**config.mk**
```make
export PLATFORM = sky130hd
export DESIGN_NAME = instr_encoder_loader_flat
export DESIGN_NICKNAME = d
export VERILOG_FILES = /design/src/rtl/instr_encoder_loader_if.sv /design/src/rtl/instr_encoder_loader.sv /design/src/flat_wrapper.sv
export SDC_FILE = /design/constraint.sdc
export NUM_CORES = 1
export LEC_CHECK = 0
export CELL_PAD_IN_SITES_DETAIL_PLACEMENT = 0
export CELL_PAD_IN_SITES_GLOBAL_PLACEMENT = 1
export CORE_MARGIN = 4
export CORE_UTILIZATION = 36
export CTS_CLUSTER_DIAMETER = 120
export DETAILED_ROUTE_END_ITERATION = 8
export HOLD_SLACK_MARGIN = 0.05
export PLACE_DENSITY = 0.91
export REMOVE_ABC_BUFFERS = 1
export SLEW_MARGIN = 20
export SYNTH_ARGS = -nofsm -noshare
export SYNTH_HDL_FRONTEND = slang
export SYNTH_SLANG_ARGS = --single-unit
```
**constraint.sdc**
```tcl
create_clock -name clk -period 6.1 [get_ports clk]
set_input_delay 1.525 -clock clk [delete_from_list [all_inputs] [get_ports clk]]
set_output_delay 1.525 -clock clk [all_outputs]
set_load 0.005 [all_outputs]
```
**src/rtl/instr_encoder_loader_if.sv**
```systemverilog
// Instruction loader bus: the field handshake (valid/ready plus decoded
// instruction fields) and the instruction-memory write port.
//   master: supplies fields, observes the memory write port (bench/host side)
//   slave : accepts fields, drives the memory write port (loader side)
interface instr_encoder_loader_if #(
  parameter int ADDR_W = 16
);
  logic              in_valid;
  logic              in_ready;
  logic [3:0]        in_op;
  logic [3:0]        in_rd;
  logic [3:0]        in_rs;
  logic [3:0]        in_rt;
  logic [15:0]       in_imm;
  logic [2:0]        in_cond;
  logic [ADDR_W-1:0] mem_addr;
  logic [15:0]       mem_data;
  logic              mem_wr;

  modport master (
    output in_valid, in_op, in_rd, in_rs, in_rt, in_imm, in_cond,
    input  in_ready, mem_addr, mem_data, mem_wr
  );

  modport slave (
    input  in_valid, in_op, in_rd, in_rs, in_rt, in_imm, in_cond,
    output in_ready, mem_addr, mem_data, mem_wr
  );
endinterface

```
**src/rtl/instr_encoder_loader.sv**
```systemverilog
// WISC-S25 program loader: range-checks instruction fields, packs them into
// 16-bit instruction words and writes them sequentially to instruction memory.
// A session starts on a start pulse and ends on HLT (done) or on the first
// illegal field / address overflow (err).
// Ports:
//   clk, rst          clock, asynchronous active-high reset
//   start, base_addr  session start pulse and first write address
//   bus (slave)       field handshake in, memory write port out
//   busy, done, err   session status; done/err sticky until start or rst
//   err_code          01 misaligned, 10 out of range, 11 address overflow
//   count             words written in the current session
//
// state  | meaning
// IDLE   | no session since reset
// ACCEPT | in_ready high, waiting for a field set
// WRITE  | one-cycle memory write of the encoded word
// DONE   | HLT written, session finished
// ERR    | session aborted, err_code holds the reason
module instr_encoder_loader #(
  parameter int ADDR_W = 16,
  parameter int INC    = 2
) (
  input  logic                     clk,
  input  logic                     rst,
  input  logic                     start,
  input  logic [ADDR_W-1:0]        base_addr,
  instr_encoder_loader_if.slave    bus,
  output logic                     busy,
  output logic                     done,
  output logic                     err,
  output logic [1:0]               err_code,
  output logic [15:0]              count
);

  typedef enum logic [2:0] {
    IDLE   = 3'd0,
    ACCEPT = 3'd1,
    WRITE  = 3'd2,
    DONE   = 3'd3,
    ERR    = 3'd4
  } state_t;

  localparam logic [ADDR_W-1:0] LAST_ADDR = {{(ADDR_W-1){1'b1}}, 1'b0};
  localparam logic [15:0]       HLT_WORD  = 16'hF000;

  state_t            state, state_n;
  logic [ADDR_W-1:0] addr_q, addr_n;
  logic [15:0]       data_q, data_n;
  logic [15:0]       count_q, count_n;
  logic [1:0]        code_q, code_n;
  logic              ready_q, wr_q, busy_q, done_q, err_q;

  logic [15:0]       enc_word;
  logic [1:0]        enc_code;

  // Encoder and range check. A value fits a signed n-bit field when all bits
  // above bit n-2 are identical (all zeros or all ones).
  always_comb begin
    enc_word = 16'h0000;
    enc_code = 2'b00;
    case (bus.in_op)
      4'h0, 4'h1, 4'h2, 4'h3, 4'h7: begin
        enc_word = {bus.in_op, bus.in_rd, bus.in_rs, bus.in_rt};
      end
      4'h4, 4'h5, 4'h6: begin
        enc_word = {bus.in_op, bus.in_rd, bus.in_rs, bus.in_imm[3:0]};
        if (bus.in_imm[15:4] != 12'h000) enc_code = 2'b10;
      end
      4'h8, 4'h9: begin
        // byte offset, stored as word offset; misalignment wins over range
        enc_word = {bus.in_op, bus.in_rd, bus.in_rs, bus.in_imm[4:1]};
        if (bus.in_imm[0]) enc_code = 2'b01;
        else if (bus.in_imm[15:4] != 12'h000 && bus.in_imm[15:4] != 12'hFFF)
          enc_code = 2'b10;
      end
      4'hA, 4'hB: begin
        enc_word = {bus.in_op, bus.in_rd, bus.in_imm[7:0]};
        if (bus.in_imm[15:8] != 8'h00) enc_code = 2'b10;
      end
      4'hC: begin
        enc_word = {bus.in_op, bus.in_cond, bus.in_imm[8:0]};
        if (bus.in_imm[15:8] != 8'h00 && bus.in_imm[15:8] != 8'hFF)
          enc_code = 2'b10;
      end
      4'hD: begin
        enc_word = {bus.in_op, bus.in_cond, 1'b0, bus.in_rs, 4'h0};
      end
      4'hE: begin
        enc_word = {bus.in_op, bus.in_rd, 8'h00};
      end
      default: begin
        enc_word = HLT_WORD;
      end
    endcase
  end

  always_comb begin
    state_n = state;
    addr_n  = addr_q;
    data_n  = data_q;
    count_n = count_q;
    code_n  = code_q;
    case (state)
      IDLE, DONE, ERR: begin
        if (start) begin
          addr_n  = {base_addr[ADDR_W-1:1], 1'b0};
          count_n = 16'd0;
          code_n  = 2'b00;
          state_n = ACCEPT;
        end
      end
      ACCEPT: begin
        if (bus.in_valid && ready_q) begin
          if (enc_code == 2'b00) begin
            data_n  = enc_word;
            state_n = WRITE;
          end else begin
            code_n  = enc_code;
            state_n = ERR;
          end
        end
      end
      WRITE: begin
        addr_n  = addr_q + ADDR_W'(INC);
        count_n = count_q + 16'd1;
        if (data_q == HLT_WORD) begin
          state_n = DONE;
        end else if (addr_q == LAST_ADDR) begin
          code_n  = 2'b11;
          state_n = ERR;
        end else begin
          state_n = ACCEPT;
        end
      end
      default: state_n = IDLE;
    endcase
  end

  // Status outputs are registered from the next state so they line up with it.
  always_ff @(posedge clk or posedge rst) begin
    if (rst) begin
      state   <= IDLE;
      addr_q  <= '0;
      data_q  <= 16'h0000;
      count_q <= 16'd0;
      code_q  <= 2'b00;
      ready_q <= 1'b0;
      wr_q    <= 1'b0;
      busy_q  <= 1'b0;
      done_q  <= 1'b0;
      err_q   <= 1'b0;
    end else begin
      state   <= state_n;
      addr_q  <= addr_n;
      data_q  <= data_n;
      count_q <= count_n;
      code_q  <= code_n;
      ready_q <= (state_n == ACCEPT);
      wr_q    <= (state_n == WRITE);
      busy_q  <= (state_n == ACCEPT) || (state_n == WRITE);
      done_q  <= (state_n == DONE);
      err_q   <= (state_n == ERR);
    end
  end

  assign bus.in_ready = ready_q;
  assign bus.mem_addr = addr_q;
  assign bus.mem_data = data_q;
  assign bus.mem_wr   = wr_q;
  assign busy         = busy_q;
  assign done         = done_q;
  assign err          = err_q;
  assign err_code     = code_q;
  assign count        = count_q;

endmodule

```
**src/flat_wrapper.sv**
```systemverilog
// flat-port wrapper written by rule: the top's interface ports become plain ports
module instr_encoder_loader_flat 
#(
  parameter int ADDR_W = 16,
  parameter int INC    = 2
)
  (clk, rst, start, base_addr, busy, done, err, err_code, count, bus_in_valid, bus_in_op, bus_in_rd, bus_in_rs, bus_in_rt, bus_in_imm, bus_in_cond, bus_in_ready, bus_mem_addr, bus_mem_data, bus_mem_wr);
  instr_encoder_loader_if #(.ADDR_W(ADDR_W)) bus_i ();
  input  logic clk;
  input  logic rst;
  input  logic start;
  input  logic [ADDR_W-1:0] base_addr;
  output logic busy;
  output logic done;
  output logic err;
  output logic [1:0] err_code;
  output logic [15:0] count;
  input wire logic [$bits(bus_i.in_valid)-1:0] bus_in_valid;
  input wire logic [$bits(bus_i.in_op)-1:0] bus_in_op;
  input wire logic [$bits(bus_i.in_rd)-1:0] bus_in_rd;
  input wire logic [$bits(bus_i.in_rs)-1:0] bus_in_rs;
  input wire logic [$bits(bus_i.in_rt)-1:0] bus_in_rt;
  input wire logic [$bits(bus_i.in_imm)-1:0] bus_in_imm;
  input wire logic [$bits(bus_i.in_cond)-1:0] bus_in_cond;
  output wire logic [$bits(bus_i.in_ready)-1:0] bus_in_ready;
  output wire logic [$bits(bus_i.mem_addr)-1:0] bus_mem_addr;
  output wire logic [$bits(bus_i.mem_data)-1:0] bus_mem_data;
  output wire logic [$bits(bus_i.mem_wr)-1:0] bus_mem_wr;
  assign bus_i.in_valid = bus_in_valid;
  assign bus_i.in_op = bus_in_op;
  assign bus_i.in_rd = bus_in_rd;
  assign bus_i.in_rs = bus_in_rs;
  assign bus_i.in_rt = bus_in_rt;
  assign bus_i.in_imm = bus_in_imm;
  assign bus_i.in_cond = bus_in_cond;
  assign bus_in_ready = bus_i.in_ready;
  assign bus_mem_addr = bus_i.mem_addr;
  assign bus_mem_data = bus_i.mem_data;
  assign bus_mem_wr = bus_i.mem_wr;
  instr_encoder_loader #(.ADDR_W(ADDR_W), .INC(INC)) u_core (.clk(clk), .rst(rst), .start(start), .base_addr(base_addr), .bus(bus_i), .busy(busy), .done(done), .err(err), .err_code(err_code), .count(count));
endmodule
```
Yosys cells after proc, flatten, opt, wreduce, memory -nomap -nowiden:

Cells that the tools add are included.

* add/subtract/negate cells: 2
* $mul: 0
* div/mod/pow operators: 0
* magnitude comparators: 0
* equality and inequality tests: 31
* shifts and indexed selects: 0
* muxes and demuxes: 23
* bitwise logic cells: 0
* reductions and logical operators: 19

Operators with widths (count)
* 16-bit one-hot mux with 7 select lines: 1
* 16-bit one-hot mux with 2 select lines: 2
* 16-bit == test, second input constant: 2
* 16-bit two-way mux: 2
* 4-bit == test, second input constant: 7
* 2-bit two-way mux: 10
* 16-bit by 1-bit adder with 16-bit output, second input constant: 1
* 16-bit by 2-bit adder with 16-bit output, second input constant: 1
* 4-bit by 3-bit == test with 1-bit output, second input constant: 4
* 3-bit two-way mux: 5
* 3-bit by 2-bit == test with 1-bit output, second input constant: 4
* 12-bit != test, second input constant: 1
* 12-bit nonzero test: 1
* 3-bit one-hot mux with 3 select lines: 1
* 4-bit by 2-bit == test with 1-bit output, second input constant: 2
* 8-bit != test, second input constant: 1
* 2-bit one-hot mux with 4 select lines: 1
* 8-bit nonzero test: 1
* 3-bit by 1-bit == test with 1-bit output, second input constant: 2
* 3-bit == test, second input constant: 2
* 2-bit != test, second input constant: 3
* 2-bit one-hot mux with 3 select lines: 1
* 6-bit AND reduction: 1
* 3-bit OR reduction: 2
* 13 further kinds: 17

* flip-flop bits (word level): 58
* latch bits: 0
* memory bits (writable): 0
* ROM bits: 0
* bits of input ports: 55
* output and inout port bits: 55
* word-level logic and storage cells: 85
* memories: 0

Depth between registers and ports, before layout:

Gate-level depths: netlist (run 1).

* depth after elaboration: 11
* gate-level depth with buffers: 7
* mapped depth without buffers: 6

Worst setup path before layout (run 1):

Ideal clock, no wire load.

* path type: in2reg
* from: in bus_in_imm[13]
* to: reg u_core.data_q[14], in the netlist u_core.bus.mem_data[14]
* setup time: 0.128 ns
* arrival time: 3.003 ns
* data required time: 5.972 ns
* slack: 2.970 ns
* stages on the path: 6
* buffers on the path: 1
* cell sequence: or4_1 -> nor2_1 -> a22oi_1 -> nor3_4 -> buf_6 -> mux2_1

* word-level cells in the longest chain between the ends: 7
* elaborated cells on any way between the ends: 14
* classes of those cells: eq/ne (2); mux (6); reduce/logical (6)

Ends and longest elaborated chain
* start, declared: line flat_wrapper.sv:23 `input wire logic [$bits(bus_i.in_imm)-1:0] bus_in_imm;`
* 12-bit != test / 12-bit nonzero test (equally long branches): line instr_encoder_loader.sv:73, instr_encoder_loader.sv:67
* 1-bit logical AND: line instr_encoder_loader.sv:73 `else if (bus.in_imm[15:4] != 12'h000 && bus.in_imm[15:4] != 12'hFFF)`
* 2-bit two-way mux: line instr_encoder_loader.sv:73
* 2-bit two-way mux: line instr_encoder_loader.sv:72 `if (bus.in_imm[0]) enc_code = 2'b01;`
* 2-bit one-hot mux with 4 select lines (*): line instr_encoder_loader.sv:61 `case (bus.in_op)`
* 2-bit zero test (*): line instr_encoder_loader.sv:114 `if (enc_code == 2'b00) begin`
* 3-bit AND reduction (no line) (*)
* end signal, assigned: line instr_encoder_loader.sv:155 `data_q <= data_n;`
* end, declared: line instr_encoder_loader.sv:48 `logic [15:0] data_q, data_n;`

Every way passes the cells marked *; elsewhere a longest branch is shown, timed or not.
A chain may end at the register's enable or synchronous reset.

Worst setup path in the final report (run 1):

* from: in bus_in_op[3]
* to: reg u_core.data_q[15], in the netlist u_core.bus.mem_data[15]

* word-level cells in the longest chain between the ends: 5
* elaborated cells on any way between the ends: 23
* classes of those cells: eq/ne (14); mux (2); reduce/logical (7)

Ends and longest elaborated chain
* start, declared: line flat_wrapper.sv:19 `input wire logic [$bits(bus_i.in_op)-1:0] bus_in_op;`
* 4-bit by 3-bit == test with 1-bit output / 4-bit == test (equally long branches): line instr_encoder_loader.sv:61
* 3-bit OR reduction / 2-bit OR reduction (equally long branches): line instr_encoder_loader.sv:61
* 2-bit one-hot mux with 4 select lines: line instr_encoder_loader.sv:61
* 2-bit zero test: line instr_encoder_loader.sv:114
* 3-bit AND reduction (no line)

Parallel ways exist; a longest one is shown, timed or not.

==> key figures, run 1 <==
Pwr
  – Worst vdd ir: 0.197 mV
  – Power Density: 380 mW/mm²
  – Leak: 1.79 nW

Floorplanning
  – Starting Density: 37.0%
  – Die width: 99.9 µm
  – Core area: 0.00822 mm²
  – Die height: 99.9 µm
  – Row Count: 33
  – Die area: 0.00999 mm²
  – IO Count: 110

Placement
  – RePlAce Congestion: 0.880
  – Cell Area, Placed: 0.00420 mm²
  – Detailed Place HPWL: 6340 µm
  – Port buffer count: 107

Logic synthesis
  – Synth top area share: 46.9%
  – Yosys reg bits: 57
  – Synth cell types: 58
  – Seq/Total Area, Yosys: 46.9%
  – Synth Cell Area: 0.00304 mm²
  – Yosys top cell by area: dfrtp_1
  – Synth async-reset ratio: 100%
  – Post-Synth Adder-Cell Area: 0.822%
  – Post-synthesis xor/xnor area fraction: 0.863%
  – Portion of netlist area occupied by mux cells: 3.82%
  – Post-synth EDFFs: 0
  – Largest family of logic cells by synthesized area: simple AND/OR/NAND/NOR gates
  – Post-synthesis cell count: 327
  – Yosys warns: 0
  – Synth Area in Compound Gates: 21.0%
  – Avg Cell Area, Syn: 9.31 µm²
  – Post-synthesis simple-gate area fraction: 22.5%
  – Most used flip-flop cell after synthesis: dfrtp_1
  – Synth area leaders: dfrtp_1, nand2_1, nor2_1

STA
  – Setup TNS Final: 0 ns
  – Final hold vios: 0
  – Worst slew pin tran: 1.05 ns
  – RSZ-0062 raised after global routing: no
  – Final setup viols: 0
  – Tcrit/Tclk final: 66.4%
  – Rel. slew slack: 29.8%
  – FMAX: 247 MHz
  – Min Tclk post-route: 4.05 ns
  – Max-slew violation count: 0
  – Final hold slack: 0.485 ns
  – Setup Skew: 0.00582 ns

Run status
  – Status: completed

Detailed routing
  – DRT iter0 DRCs: 150
  – DR pass1 iterations: 4
  – Vias per cell: 5.54
  – Drc violations: 0
  – Total number of vias: 3019
  – Post-route ant nets: 0
  – Average wire per standard cell: 15.9 µm
  – Final WL: 8670 µm

Finish
  – Layout cells sized above 1: 6.14%
  – Antenna Cells: 0
  – Final instance area: 0.00440 mm²
  – Util after Layout: 53.5%
  – Layout area overhead: 44.5%
  – Register Area: 0.00143 mm²
  – Filler cell count: 763
  – Multi-input combinational cell area: 0.00150 mm²
  – Final net count: 493

Worst setup path
  – Startpoint type of the worst setup path: input port
  – Critical setup path kind: in -> reg
  – CP Data Required Time: 6.31 ns
  – Crit path DAT: 4.26 ns
  – Crit-path cells: clkdlybuf4s50_1 > nor2b_1 > buf_4 > a31oi_2 > nand3_2 > nor3_4 > mux2_1
  – Worst setup EP type: flip-flop
  – CP peak stage delay: 0.82 ns
  – Worst Path Max Fanout: 30
  – Worst path slowest cell: nor3_4

Global route
  – Pin count of the biggest net entering global routing: 58
  – Initial antenna violation count: 0
  – First-pass GRT wire length: 14100 µm
  – GRT Residual Overflow: 0
  – Vias in the first global route: 2905
  – Total Routing Usage GR: 17.6%

Clock network
  – CTS hold repair buffers: 0
  – H-tree Lvls: 3
  – CTS tree: built
  – Clock Latency Late Sink: 0.33 ns
  – Sink Count: 57
  – Cts repair resizes: 0
  – Clk buf depth: 2
  – Num CTS Buffers: 9
  – Reg clk slew, reported paths: 0.06 ns
  – Post CTS Setup Buffer Count: 0
  – CTS root buffer: clkbuf_8

Run
  – Max-cap viol count: 0

Min path
  – HP Class: reg -> reg
state kept, by name, indices dropped and copies added (netlist names):
register and cells:
u_core.done 1, u_core.busy 1, u_core.state 3, u_core.count 16, u_core.bus.mem_addr 15, u_core.bus.in_ready 1
u_core.bus.mem_data 16, u_core.err_code 2, u_core.bus.mem_wr 1, u_core.err 1
Yosys cell counts, drive strengths merged, types with 6 or more instances:
cell type	n
dfrtp	57
nand2	41
nor2	31
a21oi	20
nand3	18
o21ai	18
inv	13
nand4	11
clkbuf	7
nor3	7
o211ai	7
o311ai	7
a31oi	6
buf	6
mux2i	6
o32ai	6
critical path: cells and delay by family:
family	cells	cell delay, ns
compound gates	1	0.27
mux	1	0.39
simple gates	3	1.22
buf+inv	2	0.84
placed cells by master (no fill, tap or decap), types with 4 or more instances in the layout:
master,instances
clkdlybuf4s50_1,107
dfrtp_1,57
nand2_1,41
nor2_1,31
a21oi_1,20
nand3_1,17
o21ai_0,17
inv_1,12
nand4_1,11
clkbuf_8,11
o211ai_1,7
o311ai_0,7
o32ai_1,6
mux2i_1,6
nor3_1,5
a22oi_1,5
a31oi_1,5
and3_1,4
nor4_1,4
mux2_1,4
a2bb2oi_1,4
a221o_1,4
buf_4,4
cell type report:
type	instances	share of cell area, %
clock inverter	3	0.910
sequential	57	32.4
tap	105	2.99
timing repair buffer	111	25.0
multi-input combinational	244	34.0
clock buffer	12	3.53
inverter	13	1.11
stage by stage:
| stage | instances | setup WS (ns) | power [mW] |
|---|---|---|---|
| after floorplan | 314 | 2.61 | 0.926 |
| after global placement | 530 | 1.80 | 1.31 |
| after detailed placement | 530 | 1.74 | 1.32 |
| after CTS | 545 | 2.07 | 1.69 |
| after global routing | 545 | 1.87 | 1.79 |
| final | 545 | 2.05 | 1.67 |
worst paths after layout:
check / slack, ns / end / start / depth (start not counted)
max: 2.05 / u_core.bus.mem_data[15]$_DFFE_PP0P_ / bus_in_op[3] / 7
min: 0.48 / u_core.count[15]$_DFFE_PP0P_ / u_core.count[15]$_DFFE_PP0P_ / 1
max reg2reg: 3.48 / u_core.bus.mem_data[15]$_DFFE_PP0P_ / u_core.state[2]$_DFF_PP0_ / 5
min reg2reg: 0.48 / u_core.count[15]$_DFFE_PP0P_ / u_core.count[15]$_DFFE_PP0P_ / 1
max in group asynchronous: 3.89 / u_core.bus.mem_data[10]$_DFFE_PP0P_ / rst / 3
min in group asynchronous: 1.69 / u_core.bus.mem_addr[13]$_DFFE_PP0P_ / rst / 3
routing by layer:
metal	global-route usage [%]	routed length (µm)	share of wire [%]	vias up
li1	-	-	-	1454
met1	22.0	3660	42	1448
met2	28.9	4180	48	110
met3	5.21	747	8.6	7
met4	6.41	87	1.0	0
met5	0	0	0	-
logic make-up (layout without fill, tap and decap cells):
kind of cell    Yosys count  in the layout
compound gates           92             92
xor+xnor                  3              3
mux                      11             11
buf+inv                  26            139
simple gates            135            135
fa+ha+maj                 2              2
flops                    57             57
other cells               1              1
where the power goes:
part | leakage, nW | internal [mW] | switching [mW]
logic | 0.970 | 0.386 | 0.280
clock network | 0.102 | 0.207 | 0.147
registers | 0.717 | 0.510 | 0.142
Note: power is estimated with default switching activity, not from simulation.
==> run 2: changes to the inputs <==
CORE_UTILIZATION = 33   (was 36)
PLACE_DENSITY = 0.84   (was 0.91)
clock period = 3.82 ns   (was 6.1 ns; I/O delays follow)
==> run 2 against run 1 <==
Via count fell by 0.30%; die area rose by 8.4%; core utilization decreased by 3.3 points; register-to-register slack got worse by 2.0 ns; first-iteration DRC count fell by 25%; combinational power rose by 62%; clock skew is 0.0041 ns higher; clock power rose by 57%; worst hold slack worse by 0.00087 ns; non-clock buffer count is 5 higher; largest cell class unchanged; largest power group unchanged.
==> key figures, run 2 (synthesis results as in run 1) <==
Clock network
  – CTS hold repair buffers: 0
  – CTS tree: built
  – CTS root buffer: clkbuf_8
  – Clk buf depth: 2
  – Reg clk slew, reported paths: 0.06 ns
  – Clock Latency Late Sink: 0.33 ns
  – H-tree Lvls: 3
  – Sink Count: 57
  – Post CTS Setup Buffer Count: 0
  – Num CTS Buffers: 9
  – Cts repair resizes: 0

Placement
  – Port buffer count: 107
  – Detailed Place HPWL: 6610 µm
  – Placed Cells: 538
  – RePlAce Congestion: 0.830

Min path
  – HP Class: reg -> reg
  – HP Start: u_core.count[15]$_DFFE_PP0P_
  – Hold path depth: 1

Detailed routing
  – Total number of vias: 3010
  – Vias per cell: 5.43
  – Post-route ant nets: 0
  – Drc violations: 0
  – DR pass1 iterations: 4
  – Average wire per standard cell: 15.8 µm
  – DRT iter0 DRCs: 113
  – Final WL: 8740 µm

Global route
  – GRT Residual Overflow: 0
  – Initial antenna violation count: 0
  – Total Routing Usage GR: 16.4%
  – Pin count of the biggest net entering global routing: 58
  – First-pass GRT wire length: 14600 µm
  – Vias in the first global route: 2915

STA
  – Setup TNS Final: 0 ns
  – Rel. slew slack: 51.8%
  – Min Tclk post-route: 3.00 ns
  – RSZ-0062 raised after global routing: no
  – Final setup viols: 0
  – Worst slew pin tran: 0.723 ns
  – Final hold vios: 0
  – Setup Skew: 0.00993 ns
  – FMAX: 334 MHz
  – Tcrit/Tclk final: 78.4%
  – Max-slew violation count: 0

Worst setup path
  – Reg2reg path depth: 7
  – Critical R2R Launch: u_core.state[0]$_DFF_PP0_
  – Critical setup path kind: in -> reg
  – Worst Setup SP: bus_in_imm[9]
  – Worst setup EP type: flip-flop
  – Startpoint type of the worst setup path: input port
  – CP peak stage delay: 0.52 ns
  – Crit path DAT: 3.24 ns
  – Buf+Inv Stages, Crit Path: 2
  – Most frequent cell on the critical path: nor2_1
  – Crit-path cells: clkdlybuf4s50_1 > or4_1 > nor2_1 > a22oi_1 > nor3_4 > buf_4 > nor2_1 > a31oi_1
  – CP Data Required Time: 4.06 ns
  – Cell count along the critical path: 8
  – Worst path slowest cell: or4_1
  – Worst Path Max Fanout: 13
  – CP top delay family: simple AND/OR/NAND/NOR gates

Floorplanning
  – IO Count: 110
  – Die area: 0.0108 mm²
  – Row Count: 34
  – Core area: 0.00885 mm²
  – Starting Density: 34.4%
  – Die height: 104 µm
  – Die width: 104 µm

Finish
  – Final net count: 498
  – Most common cell after layout, fill and taps aside: clkdlybuf4s50_1
  – Antenna Cells: 0
  – Final std cells w/o fill: 554
  – Layout cells sized above 1: 7.40%
  – Layout area overhead: 45.9%
  – Commonest cells after routing, fill and taps aside: clkdlybuf4s50_1, dfrtp_1, nand2_1

Run status
  – Status: completed

Run
  – Max-cap viol count: 0

Pwr
  – Power Density: 604 mW/mm²
  – Leak: 1.81 nW
  – Worst vdd ir: 0.304 mV
[run 2: worst paths after layout]
check                                                       to  slack (ns)
min in group asynchronous  u_core.bus.mem_addr[14]$_DFFE_PP0P_        1.13
max                         u_core.bus.mem_data[8]$_DFFE_PP0P_        0.82
max reg2reg                 u_core.bus.mem_data[8]$_DFFE_PP0P_        1.53
max in group asynchronous   u_core.bus.mem_addr[2]$_DFFE_PP0P_        2.19
min                               u_core.count[15]$_DFFE_PP0P_        0.48
min reg2reg                       u_core.count[15]$_DFFE_PP0P_        0.48
[run 2: worst register-to-register path, cell delays in order (launching register included)]
cell	delay, ns
dfrtp_1	0.48
or3b_4	0.45
a31oi_2	0.23
nand3_2	0.13
nor3_4	0.44
buf_4	0.27
nor2_1	0.05
a31oi_1	0.16
[run 2: metal layers]
metal | wire (µm) | part of all wire, % | track usage [%] | vias up
met5 | 0 | 0 | 0 | -
met4 | 91 | 1.0 | 5.89 | 0
met3 | 741 | 8.5 | 5.28 | 11
met2 | 4060 | 46 | 25.9 | 120
met1 | 3850 | 44 | 21.1 | 1422
li1 | - | - | - | 1457
[run 2: report_power, final]
group          switching (mW)  total [mW]  internal (mW)
registers               0.231        1.04          0.813
clock network           0.242       0.558          0.317
logic                   0.450        1.08          0.628
total                   0.923        2.68           1.76
[run 2: layout make-up]
cell class	count	area (µm²)
tap	108	135
inverter	13	48.8
fill	843	4410
sequential	57	1430
clock buffer	11	141
multi-input combinational	244	1500
timing repair buffer	116	1140
clock inverter	5	55.1
[run 2: stage by stage]
step | utilization (%) | setup WS (ns) | hold slack (ns) | instance area (µm²) | total power [mW]
after floorplan | - | 0.899 | 0.481 | 2970 | 1.48
after global routing | 50.2 | 0.652 | 0.520 | 4440 | 2.87
after CTS | 50.2 | 0.809 | 0.489 | 4440 | 2.71
after global placement | 48.0 | 0.536 | 0.470 | 4240 | 2.11
after detailed placement | 48.0 | 0.462 | 0.477 | 4240 | 2.14
final | 50.2 | 0.825 | 0.484 | 4440 | 2.68
==> run 3: changes to the inputs <==
clock period = 3 ns   (was 3.82 ns; I/O delays follow)
==> run 3 against run 2 <==
Clock power rose by 35%; via count rose by 0.83%; final area rose by 2.0%; non-clock buffer count rose by 7; global-route usage rose by 0.43 points; register-to-register slack got worse by 0.72 ns; clock skew fell by 0.00091 ns; total power rose by 30%; sequential power rose by 28%; final cell count rose by 1.3%; sequential share of layout area fell by 0.63 points; flip-flop and latch count did not move.
==> key figures, run 3 (synthesis results as in run 1) <==
Run status
  – Status: completed

Finish
  – Layout area overhead: 48.8%
  – Most common cell after layout, fill and taps aside: clkdlybuf4s50_1
  – Layout cells sized above 1: 8.61%
  – Final std cells w/o fill: 561
  – Commonest cells after routing, fill and taps aside: clkdlybuf4s50_1, dfrtp_1, nand2_1
  – Final net count: 505
  – Filler cell count: 837
  – Antenna Cells: 0

Detailed routing
  – Drc violations: 0
  – Final WL: 9000 µm
  – Vias per cell: 5.41
  – DR pass1 iterations: 4
  – Average wire per standard cell: 16.0 µm
  – Post-route ant nets: 0
  – DRT iter0 DRCs: 77
  – Total number of vias: 3035

STA
  – Final setup viols: 0
  – Final hold vios: 0
  – Min Tclk post-route: 2.63 ns
  – Tcrit/Tclk final: 87.8%
  – RSZ-0062 raised after global routing: no
  – Max-slew violation count: 0
  – Setup Skew: 0.00903 ns
  – FMAX: 380 MHz
  – Setup TNS Final: 0 ns
  – Worst slew pin tran: 0.612 ns
  – Rel. slew slack: 58.8%

Worst setup path
  – Critical setup path kind: in -> reg
  – Critical R2R Launch: u_core.bus.mem_data[3]$_DFFE_PP0P_
  – CP Data Required Time: 3.20 ns
  – Crit path DAT: 2.84 ns
  – Worst Path Max Fanout: 3
  – FF-to-FF End: u_core.busy$_DFF_PP0_
  – Startpoint type of the worst setup path: input port
  – Reg2reg path depth: 6
  – Worst setup EP type: flip-flop
  – Worst R2R Setup Slack: 0.81 ns

Clock network
  – Post CTS Setup Buffer Count: 0
  – CTS hold repair buffers: 0
  – CTS tree: built
  – Sink Count: 57
  – Clock Latency Late Sink: 0.34 ns
  – H-tree Lvls: 3
  – Reg clk slew, reported paths: 0.06 ns
  – Cts repair resizes: 0
  – Num CTS Buffers: 9
  – CTS root buffer: clkbuf_8
  – Clk buf depth: 2

Floorplanning
  – Die area: 0.0108 mm²
  – Row Count: 34
  – Core area: 0.00885 mm²
  – Die height: 104 µm
  – Die width: 104 µm
  – IO Count: 110
  – Starting Density: 34.4%

Pwr
  – Worst vdd ir: 0.361 mV
  – Leak: 1.86 nW
  – Power Density: 768 mW/mm²

Placement
  – Detailed Place HPWL: 6920 µm
  – RePlAce Congestion: 0.802
  – Placed Cells: 545
  – Port buffer count: 107

Min path
  – HP Start: u_core.count[15]$_DFFE_PP0P_
  – WHS Endpoint: u_core.count[15]$_DFFE_PP0P_
  – Hold path depth: 1
  – HP Class: reg -> reg

Run
  – Max-cap viol count: 0

Global route
  – Pin count of the biggest net entering global routing: 32
  – First-pass GRT wire length: 14900 µm
  – GRT Residual Overflow: 0
  – Total Routing Usage GR: 16.8%
  – Vias in the first global route: 3066
  – Initial antenna violation count: 0
run 3: report_power, final:
group / internal [mW] / total [mW] / switching [mW]
registers: 1.04 / 1.33 / 0.294
clock network: 0.451 / 0.755 / 0.303
logic: 0.818 / 1.39 / 0.576
total: 2.30 / 3.48 / 1.17
run 3: metrics by stage:
step / power (mW) / worst slack, ns / utilization, % / hold slack [ns] / cell area [µm²]
finish: 3.48 / 0.365 / 51.2 / 0.493 / 4530
detailed placement: 2.75 / 0.00840 / 48.8 / 0.484 / 4320
global route: 3.74 / 0.232 / 51.2 / 0.527 / 4530
CTS: 3.53 / 0.371 / 51.2 / 0.497 / 4530
global placement: 2.72 / 0.0464 / 48.8 / 0.475 / 4320
floorplan: 1.88 / 0.284 / - / 0.481 / 2970
run 3: cell type report:
type / instances / area [µm²] / share of cell area (%)
Clock buffer: 14 / 173 / 3.81
Tap cell: 108 / 135 / 2.98
Clock inverter: 2 / 35.0 / 0.773
Timing Repair Buffer: 123 / 1220 / 26.9
Multi-Input combinational cell: 244 / 1500 / 33.0
Sequential cell: 57 / 1430 / 31.5
Inverter: 13 / 48.8 / 1.08
run 3: worst max-delay path: stages:
cell             delay [ns]
clkdlybuf4s50_1        0.44
or4_1                  0.52
nor2_1                 0.16
a22oi_1                0.16
buf_4                  0.17
or2_2                  0.31
a31oi_1                0.22
o32ai_1                0.11
run 3: routing by layer:
metal	vias up	GRT usage [%]	share of wire, %	wire length (µm)
li1	1476	-	-	-
met1	1434	19.7	43	3830
met2	117	28.5	47	4240
met3	8	6.52	9.3	837
met4	0	5.03	0.92	83
met5	-	0	0	0
run 3: worst max-delay path by stage:
stage	start	to	cells after the start
floorplan	bus_in_imm[13]	u_core.bus.mem_data[12]$_DFFE_PP0P_	5
global placement	bus_in_imm[9]	u_core.err$_DFF_PP0_	8
detailed placement	bus_in_imm[9]	u_core.err$_DFF_PP0_	8
CTS	bus_in_imm[9]	u_core.err$_DFF_PP0_	8
global route	bus_in_imm[9]	u_core.err$_DFF_PP0_	8
finish	bus_in_imm[9]	u_core.err$_DFF_PP0_	8
